### src/rtl/fix_length_framer_pkg.sv
// ============================================================================
// fix_length_framer_pkg : shared types and field layout for the packet framer
// Rev 1.0
// ============================================================================
`default_nettype none

package fix_length_framer_pkg;

  typedef enum logic [1:0] {
    IDLE   = 2'd0,
    IN_PKT = 2'd1,
    PAD    = 2'd2
  } framer_state_e;

  // Output word layout: {real, imag, flag}
  localparam int FLAG_BIT = 0;
  localparam int IMAG_LSB = 1;

  function automatic int real_lsb(input int sym_w);
    return IMAG_LSB + sym_w;
  endfunction

  // A one-beat packet still needs a 1-bit counter to stay legal
  function automatic int cnt_width(input int pkt_len);
    return (pkt_len > 1) ? $clog2(pkt_len) : 1;
  endfunction

endpackage

`default_nettype wire

### src/rtl/st_skid_buffer.sv
// ============================================================================
// st_skid_buffer : 2-entry ready/valid buffer with a registered output stage
// Rev 1.0
// ============================================================================
`default_nettype none

module st_skid_buffer #(
  parameter int DW = 19
) (
  input  logic          clk,
  input  logic          rst_n,
  input  logic [DW-1:0] in_data,
  input  logic          in_valid,
  output logic          in_ready,
  output logic [DW-1:0] out_data,
  output logic          out_valid,
  input  logic          out_ready
);

  logic [1:0]    count_q, count_d;
  logic [DW-1:0] head_q, head_d;
  logic [DW-1:0] tail_q, tail_d;
  logic          push, pop;

  assign in_ready  = (count_q != 2'd2);
  assign out_valid = (count_q != 2'd0);
  assign out_data  = head_q;

  always_comb begin
    push    = in_valid && in_ready;
    pop     = out_valid && out_ready;
    count_d = count_q;
    head_d  = head_q;
    tail_d  = tail_q;
    case (count_q)
      2'd0: begin
        if (push) begin
          head_d  = in_data;
          count_d = 2'd1;
        end
      end
      2'd1: begin
        if (push && pop) begin
          head_d = in_data;
        end else if (push) begin
          tail_d  = in_data;
          count_d = 2'd2;
        end else if (pop) begin
          count_d = 2'd0;
        end
      end
      default: begin
        // Full: the held word slides into the output register as it drains
        if (pop) begin
          head_d  = tail_q;
          count_d = 2'd1;
        end
      end
    endcase
  end

  always_ff @(posedge clk or negedge rst_n) begin
    if (!rst_n) begin
      count_q <= 2'd0;
      head_q  <= '0;
      tail_q  <= '0;
    end else begin
      count_q <= count_d;
      head_q  <= head_d;
      tail_q  <= tail_d;
    end
  end

endmodule

`default_nettype wire

### src/rtl/fix_length_packet_framer.sv
// ============================================================================
// fix_length_packet_framer : frames a symbol stream into PKT_LEN-beat packets
// Optional pad-to-end flush enabled by defining FRAMER_PAD_EN.
// Rev 1.0
// ============================================================================
`default_nettype none

module fix_length_packet_framer
  import fix_length_framer_pkg::*;
#(
  parameter int SYM_W   = 8,
  parameter int PKT_LEN = 1024,
  parameter int IQ_MODE = 0
) (
  input  logic             clock_clk,
  input  logic             reset_reset_n,
  input  logic [SYM_W-1:0] asi_in0_data,
  input  logic             asi_in0_valid,
  output logic             asi_in0_ready,
  output logic [2*SYM_W:0] aso_out0_data,
  output logic             aso_out0_valid,
  input  logic             aso_out0_ready,
  output logic             aso_out0_startofpacket,
  output logic             aso_out0_endofpacket,
  output logic             aso_out0_empty,
  output logic [15:0]      pkt_cnt_o
`ifdef FRAMER_PAD_EN
  ,
  input  logic             flush_i
`endif
);

  localparam int               CNT_W    = cnt_width(PKT_LEN);
  localparam int               DW       = 2*SYM_W + 3;
  localparam int               REAL_LSB = real_lsb(SYM_W);
  localparam logic [CNT_W-1:0] LAST     = CNT_W'(PKT_LEN - 1);

  framer_state_e    state_q, state_d;
  logic [CNT_W-1:0] cnt_q, cnt_d;
  logic             phase_q, phase_d;
  logic [SYM_W-1:0] i_hold_q, i_hold_d;
  logic             ready_en_q, ready_en_d;
  logic [15:0]      pkt_cnt_q, pkt_cnt_d;

  logic             in_ready, in_fire;
  logic             beat_valid, beat_sop, beat_eop;
  logic [SYM_W-1:0] beat_real, beat_imag;
  logic [2*SYM_W:0] beat_data;
  logic             buf_in_ready;
  logic [DW-1:0]    buf_out;

  always_comb begin
    // Input is held off during reset recovery and while padding
    in_ready   = ready_en_q && buf_in_ready && (state_q != PAD);
    in_fire    = asi_in0_valid && in_ready;
    beat_valid = 1'b0;
    beat_real  = '0;
    beat_imag  = '0;
    if (state_q == PAD) begin
      beat_valid = buf_in_ready;
      beat_real  = phase_q ? i_hold_q : '0;
    end else if (in_fire) begin
      if (IQ_MODE == 0) begin
        beat_valid = 1'b1;
        beat_real  = asi_in0_data;
      end else if (phase_q) begin
        beat_valid = 1'b1;
        beat_real  = i_hold_q;
        beat_imag  = asi_in0_data;
      end
    end

    beat_data                       = '0;
    beat_data[REAL_LSB +: SYM_W]    = beat_real;
    beat_data[IMAG_LSB +: SYM_W]    = beat_imag;
    beat_data[FLAG_BIT]             = 1'b1;
    beat_sop                        = (cnt_q == '0);
    beat_eop                        = (cnt_q == LAST);

    phase_d  = phase_q;
    i_hold_d = i_hold_q;
    if (state_q == PAD) begin
      if (beat_valid) phase_d = 1'b0;
    end else if (in_fire && (IQ_MODE != 0)) begin
      phase_d = !phase_q;
      if (!phase_q) i_hold_d = asi_in0_data;
    end

    cnt_d = cnt_q;
    if (beat_valid) cnt_d = beat_eop ? '0 : cnt_q + CNT_W'(1);

    state_d = state_q;
    if (beat_valid) begin
      if (beat_eop)              state_d = IDLE;
      else if (state_q == IDLE)  state_d = IN_PKT;
    end
`ifdef FRAMER_PAD_EN
    if ((state_q == IN_PKT) && flush_i && !(beat_valid && beat_eop)) state_d = PAD;
`endif

    ready_en_d = 1'b1;
    pkt_cnt_d  = pkt_cnt_q;
    if (aso_out0_valid && aso_out0_ready && aso_out0_endofpacket) pkt_cnt_d = pkt_cnt_q + 16'd1;
  end

  always_ff @(posedge clock_clk or negedge reset_reset_n) begin
    if (!reset_reset_n) begin
      state_q    <= IDLE;
      cnt_q      <= '0;
      phase_q    <= 1'b0;
      i_hold_q   <= '0;
      ready_en_q <= 1'b0;
      pkt_cnt_q  <= '0;
    end else begin
      state_q    <= state_d;
      cnt_q      <= cnt_d;
      phase_q    <= phase_d;
      i_hold_q   <= i_hold_d;
      ready_en_q <= ready_en_d;
      pkt_cnt_q  <= pkt_cnt_d;
    end
  end

  st_skid_buffer #(
    .DW(DW)
  ) u_skid (
    .clk       (clock_clk),
    .rst_n     (reset_reset_n),
    .in_data   ({beat_data, beat_sop, beat_eop}),
    .in_valid  (beat_valid),
    .in_ready  (buf_in_ready),
    .out_data  (buf_out),
    .out_valid (aso_out0_valid),
    .out_ready (aso_out0_ready)
  );

  assign asi_in0_ready          = in_ready;
  assign aso_out0_data          = buf_out[DW-1:2];
  assign aso_out0_startofpacket = buf_out[1];
  assign aso_out0_endofpacket   = buf_out[0];
  assign aso_out0_empty         = 1'b0;
  assign pkt_cnt_o              = pkt_cnt_q;

endmodule

`default_nettype wire

### config.mk
export PLATFORM = sky130hd
export DESIGN_NAME = fix_length_packet_framer
export DESIGN_NICKNAME = d
export VERILOG_FILES = /design/src/rtl/fix_length_framer_pkg.sv /design/src/rtl/st_skid_buffer.sv /design/src/rtl/fix_length_packet_framer.sv
export SDC_FILE = /design/constraint.sdc
export NUM_CORES = 1
export LEC_CHECK = 0
export BUFFER_PORTS_ARGS = -buffer_cell sky130_fd_sc_hd__buf_2
export CAP_MARGIN = 20
export CORE_ASPECT_RATIO = 0.5
export CORE_UTILIZATION = 49
export DETAILED_ROUTE_END_ITERATION = 10
export PLACE_DENSITY = 0.84
export SLEW_MARGIN = 0
export SYNTH_ARGS = -nofsm -noshare
export SYNTH_HDL_FRONTEND = slang
export SYNTH_SLANG_ARGS = --single-unit
### constraint.sdc
create_clock -name clock_clk -period 1.5 [get_ports clock_clk]
set_input_delay 0.3 -clock clock_clk [delete_from_list [all_inputs] [get_ports clock_clk]]
set_output_delay 0.3 -clock clock_clk [all_outputs]
set_load 0.02 [all_outputs]
==> results.py, run 1 <==
metrics = {
    "placed_design": {
        "port_buffers": 40,
        "dp_hpwl_um": 3431,
        "place_congestion": 0.8263,
    },
    "yosys": {
        "async_reset_ff_share_pct": 100.0,
        "synth_seq_area_share_pct": 52.31,
        "synth_compound_area_share_pct": 8.154,
        "synth_edf_count": 0,
        "synth_cell_types": 40,
        "synth_seq_cells": 51,
        "netlist_area_um2": 2440,
        "synth_cells": 222,
        "synth_simple_gate_area_share_pct": 16.10,
        "yosysWarnings": 0,
        "muxShareOfSynthArea_pct": 8.718,
        "synth_ff_type": "dfrtp_1",
        "syn_avg_cell_area_um2": 10.99,
        "synth_top_family_by_area": "simple AND/OR/NAND/NOR gates",
        "synth_fa_ha_area_share_pct": 1.538,
        "synth-xor-area-share_pct": 7.179,
    },
    "setup_path": {
        "worst_setup_path_start_kind": "flop",
        "r2r_cells": 5,
        "worstSetupPathType": "flop to flop",
        "critPathTopFamily": "flip-flops",
        "crit_arrival_ns": 1.71,
        "r2r-start": "u_skid.count_q[0]",
        "r2r_end": "u_skid.tail_q[16]",
        "cp_num_buf_inv": 2,
        "path_cells": "buf_6 -> nand2b_4 -> or3_4 -> buf_8 -> mux2_4",
        "end_kind": "flop",
        "path_max_fanout": 7,
        "cp_slowest_stage_delay_ns": 0.45,
        "reg2reg_slack_ns": -0.02,
        "required_ns": 1.70,
        "cpMaxStageDelayCell": "dfrtp_2",
    },
    "timing": {
        "slew_violations": 0,
        "fmax_ghz": 0.6596,
        "finalWorstSetupSlack_ns": -0.01615,
        "finalCriticalPeriod_ns": 1.516,
        "setup_violations": 5,
        "post-route-period-util_pct": 101.1,
        "hold_viol": 0,
        "whs_ns": 0.2348,
        "grt_setup_unrepaired": "yes",
        "clock_skew_ns": 0.01364,
    },
    "detailed_routing": {
        "firstDrtPassIters": 4,
        "wl_met1_um": 2168,
        "drt_iter0_drc": 82,
        "routed_wl_um": 4920,
        "drc": 0,
        "vias": 1861,
        "ant_nets": 0,
        "routed.top_layer": "met4",
        "avgViaCountPerCell": 5.242,
        "dr_wl_met3_um": 187,
        "wl_met2_um": 2461,
        "wire_per_inst_um": 13.86,
    },
    "pwr": {
        "p_leak_nw": 1.500,
        "p_total_mw": 4.028,
        "ir_drop_v": 0.0007024,
        "power_density_nw_per_um2": 1322,
    },
    "cts": {
        "clock_latency_ns": 0.31,
        "cts-root-buf": "clkbuf_8",
        "cts_max_path_buffers": 2,
        "numCtsBuffers": 5,
        "htree_levels": 2,
        "cts_tree": "built",
        "clk_pin_slew_ns": 0.10,
        "clock_sinks": 51,
    },
    "grt": {
        "gr-usage-all-layers_pct": 19.90,
        "grt_max_degree": 52,
        "grt_pass1_vias": 1759,
        "antenna_found_initial": 0,
        "globalRouteOverflowTotal": 0,
        "grt_pass1_wl_um": 7879,
    },
    "min_path": {
        "hp-class": "primary input to flop",
        "hold_depth": 2,
        "min_from": "asi_in0_data[7]",
        "min_to": "u_skid.tail_q[18]",
    },
    "final_layout": {
        "final_layout_size_suffix_gt1_share_pct": 35.99,
        "mostFrequentLayoutCells": "47 x dfrtp_1, 40 x buf_2, 25 x nand2_1, 22 x buf_4, 15 x o21ai_0",
        "mostFrequentLayoutCell": "dfrtp_1",
        "synthToLayoutAreaGrowth_pct": 24.82,
        "diodes": 0,
        "final_nets": 303,
    },
    "floorplan": {
        "die_area_um2": 5282,
        "io_pins": 50,
        "fp.dieH_um": 51.90,
        "start_util_pct": 53.10,
        "num_rows": 17,
        "die_w_um": 101.8,
        "core_um2": 4594,
    },
    "job": {
        "max_cap_viol_count": 0,
    },
    "outcome": {
        "violations": "setup timing",
        "outcome": "finished with violations",
    },
}
sequential cells by signal, summed over array words and instances, names as in the netlist:
signal,flops
u_skid.tail_q,11
ready_en_q,1
u_skid.out_data,11
u_skid.count_q,2
pkt_cnt_o,16
cnt_q,10
through the flow:
stage	area [µm²]	setup WS (ns)	utilization, %	std cells	TNS, ns
final	3045	-0.01615	66.29	355	-0.05777
after floorplan	2492	-0.02995	-	230	-0.1498
after detailed placement	2800	-0.01094	60.95	338	-0.01593
after CTS	2974	0.006510	64.73	351	0
after global placement	2800	0.009340	60.95	338	0
after global routing	3045	-0.04993	66.29	355	-0.4920
kinds of logic (layout without fill, tap and decap cells):
group	after synthesis	after routing
buffers and inverters	23	82
AOI/OAI and AO/OA	30	30
adders and majority gates	3	3
and+or+nand+nor	75	75
DFF	51	51
muxes	18	18
other	2	10
xor gates and xnor gates	20	20
cells in the mapped netlist (4+ instances only):
master   number  area (µm²)
mux2_2        6       67.56
nand2_1      25       93.84
mux2i_1       7       70.07
nand3_1      11       55.05
inv_1         6       22.52
o21ai_0      15       75.07
and2_1        5       31.28
xnor2_1      14       122.6
buf_4        11       82.58
xor2_1        6       52.55
mux2_4        5       75.07
nand4_1       8       50.05
a21oi_1       4       20.02
dfrtp_1      51        1276
nor2_1       13       48.80
per-layer routing:
| metal | up-vias | GRT usage, % |
|---|---|---|
| met5 | - | 0 |
| met4 | 0 | 6.763 |
| met3 | 11 | 5.108 |
| met2 | 49 | 36.49 |
| met1 | 927 | 23.00 |
| li1 | 874 | - |
where the power goes:
part,total [mW],switching [mW],internal [mW]
combinational,1.15,0.618,0.527
sequential,1.87,0.207,1.66
clock,1.01,0.464,0.549
timing repair:
action,4_1_cts,5_1_grt
cloned,0,1
resized for setup,5,13
pin swaps,0,6
hold buffers,1,0
setup endpoints to repair,8,15
setup buffers,4,3
hold endpoints to repair,51,0
layout make-up:
cell class,instances,area (µm²)
clock buffer,6,82.58
clock inverter,2,38.79
fill,355,1549
inverter,6,22.52
multi-input combinational,156,1100
sequential,51,1281
tap,66,82.58
timing repair buffer,68,437.9
worst reg2reg max path, delay by kind of cell, from the launching register on:
family,cells,cell delay [ns]
flops,1,0.45
simple gates,2,0.40
mux,1,0.30
buf+inv,2,0.27
how the worst max path moves through the flow:
stage                     cells after the start           endpoint  slack, ns               from
after global routing                          5       pkt_cnt_o[9]      -0.05  u_skid.count_q[0]
after detailed placement                      5  u_skid.tail_q[16]      -0.01     aso_out0_ready
after global placement                        5  u_skid.tail_q[14]      0.009     aso_out0_ready
final                                         5  u_skid.tail_q[16]      -0.02  u_skid.count_q[0]
after floorplan                               6  u_skid.tail_q[14]      -0.03     aso_out0_ready
after CTS                                     5  u_skid.tail_q[16]      0.007  u_skid.count_q[0]
(Power assumes the default switching activity.)
==> run 2: changes to the inputs <==
--- a/config.mk
+++ b/config.mk
@@ -7,7 +7,7 @@
 export LEC_CHECK = 0
 export BUFFER_PORTS_ARGS = -buffer_cell sky130_fd_sc_hd__buf_2
 export CAP_MARGIN = 20
-export CORE_ASPECT_RATIO = 0.5
+export CORE_ASPECT_RATIO = 1.5
 export CORE_UTILIZATION = 49
 export DETAILED_ROUTE_END_ITERATION = 10
 export PLACE_DENSITY = 0.84
==> run 2 against run 1 <==
Compared with the run above:
- the flow now finishes without violations
- die area down 0.21%
- count of clock-buffer cells in the layout down 1
- critical path depth down 2
- combinational power about the same
- non-clock buffer count down 3
- register-to-register slack better by 0.04 ns
- sequential share of layout area up 0.16 points
- critical path type unchanged
- critical endpoint is now u_skid.tail_q[15]
- largest power group unchanged
==> results.py, run 2 (synthesis gave the netlist of run 1 again) <==
metrics = {
    "grt": {
        "grt_max_degree": 52,
        "grt_pass1_wl_um": 7955,
        "gr-usage-all-layers_pct": 20.12,
        "grt_pass1_vias": 1807,
        "antenna_found_initial": 0,
        "globalRouteOverflowTotal": 0,
    },
    "timing": {
        "fmax_ghz": 0.6775,
        "clock_skew_ns": 0.004791,
        "finalCriticalPeriod_ns": 1.476,
        "slew_violations": 0,
        "grt_setup_unrepaired": "yes",
        "setup_violations": 0,
        "hold_viol": 0,
        "post-route-period-util_pct": 98.41,
        "final.setup.tns_ns": 0,
    },
    "detailed_routing": {
        "drt_iter0_drc": 106,
        "routed.top_layer": "met4",
        "wire_per_inst_um": 13.75,
        "wl_met2_um": 2619,
        "drc": 0,
        "routed_wl_um": 4841,
        "avgViaCountPerCell": 5.236,
        "ant_nets": 0,
        "vias": 1843,
        "firstDrtPassIters": 4,
        "dr_wl_met3_um": 188,
        "wl_met1_um": 1927,
    },
    "final_layout": {
        "largest_register_ffs": 16,
        "mostFrequentLayoutCells": "47 x dfrtp_1, 38 x buf_2, 25 x nand2_1, 21 x buf_4, 15 x o21ai_0",
        "final_layout_size_suffix_gt1_share_pct": 34.27,
        "diodes": 0,
        "synthToLayoutAreaGrowth_pct": 24.36,
        "final_nets": 300,
        "mostFrequentLayoutCell": "dfrtp_1",
        "layout.cells.non_filler": 352,
    },
    "job": {
        "max_cap_viol_count": 0,
    },
    "setup_path": {
        "required_ns": 1.69,
        "cpMaxStageDelayCell": "dfrtp_2",
        "critPathTopFamily": "flip-flops",
        "worstSetupPathType": "flop to flop",
        "r2r-start": "u_skid.count_q[1]",
        "r2r_end": "u_skid.tail_q[15]",
        "path_max_fanout": 13,
        "worst_setup_path_start_kind": "flop",
        "crit_arrival_ns": 1.67,
        "critPathCapture": "u_skid.tail_q[15]",
        "path_cells": "or3_1 -> buf_6 -> mux2_4",
        "cp_num_buf_inv": 1,
        "path_depth": 3,
        "cp_slowest_stage_delay_ns": 0.50,
        "end_kind": "flop",
        "reg2reg_slack_ns": 0.02,
        "r2r_cells": 3,
        "startpoint": "u_skid.count_q[1]",
    },
    "min_path": {
        "min_from": "asi_in0_data[6]",
        "hp-class": "primary input to flop",
    },
    "cts": {
        "clock_sinks": 51,
        "htree_levels": 2,
        "cts-root-buf": "clkbuf_8",
        "clk_pin_slew_ns": 0.09,
        "clock_latency_ns": 0.30,
        "cts_tree": "built",
        "numCtsBuffers": 5,
        "cts_max_path_buffers": 2,
    },
    "floorplan": {
        "fp.dieH_um": 88.43,
        "die_area_um2": 5271,
        "io_pins": 50,
        "die_w_um": 59.62,
        "start_util_pct": 50.73,
        "num_rows": 31,
        "core_um2": 4810,
    },
    "pwr": {
        "p_leak_nw": 1.489,
        "ir_drop_v": 0.0006881,
        "power_density_nw_per_um2": 1367,
    },
    "placed_design": {
        "place_inst": 340,
        "dp_hpwl_um": 3363,
        "place_congestion": 0.7929,
        "port_buffers": 40,
    },
    "outcome": {
        "outcome": "finished clean",
    },
}
-- run 2: final cells by class --
cell class,count,area [µm²]
Clock buffer,5,68.82
Clock inverter,3,67.56
Fill cell,396,1775
Inverter,6,22.52
Multi-Input combinational cell,156,1089
Sequential cell,51,1281
Tap cell,66,82.58
Timing Repair Buffer,65,422.9
-- run 2: repair_timing --
| item | CTS | global route |
|---|---|---|
| gates resized for setup | 8 | 8 |
| hold endpoints to repair | 51 | 0 |
| hold buffers | 1 | 0 |
| pin swaps | 0 | 1 |
| setup endpoints to repair | 8 | 23 |
| buffers inserted | 3 | 0 |
-- run 2: worst reg2reg max path, cell delays in order, from the launching register on --
cell,delay (ns)
dfrtp_2,0.50
or3_1,0.40
buf_6,0.17
mux2_4,0.30
-- run 2: power by group --
group	leakage, nW	internal (mW)	total [mW]	switching [mW]
registers	0.651	1.66	1.86	0.195
logic	0.774	0.542	1.17	0.625
clock network	0.0644	0.665	1.12	0.458
-- run 2: stage by stage --
| stage | util (%) | worst slack [ns] | instance area, µm² | hold WS [ns] | power (mW) |
|---|---|---|---|---|---|
| after global routing | 63.09 | -0.01265 | 3034 | 0.2243 | 4.384 |
| after floorplan | - | -0.02995 | 2492 | 0.004409 | 2.563 |
| after CTS | 62.54 | 0.008912 | 3008 | 0.2321 | 4.148 |
| after detailed placement | 58.53 | -0.006218 | 2815 | 0.3096 | 2.997 |
| final | 63.09 | 0.02388 | 3034 | 0.2355 | 4.147 |
| after global placement | 58.53 | 0.02643 | 2815 | 0.3077 | 2.935 |
-- run 2: how the worst min path moves through the flow --
stage | to | slack [ns] | cells after the start
CTS | u_skid.tail_q[17] | 0.23 | 2
floorplan | cnt_q[0] | 0.004 | 0
global placement | pkt_cnt_o[4] | 0.31 | 2
detailed placement | pkt_cnt_o[4] | 0.31 | 2
finish | u_skid.tail_q[17] | 0.24 | 2
global route | u_skid.tail_q[16] | 0.22 | 2
-- run 2: metal layers --
metal	track usage, %	vias to the layer above
li1	-	870
met1	22.53	896
met2	36.57	67
met3	3.070	10
met4	9.514	0
met5	0	-
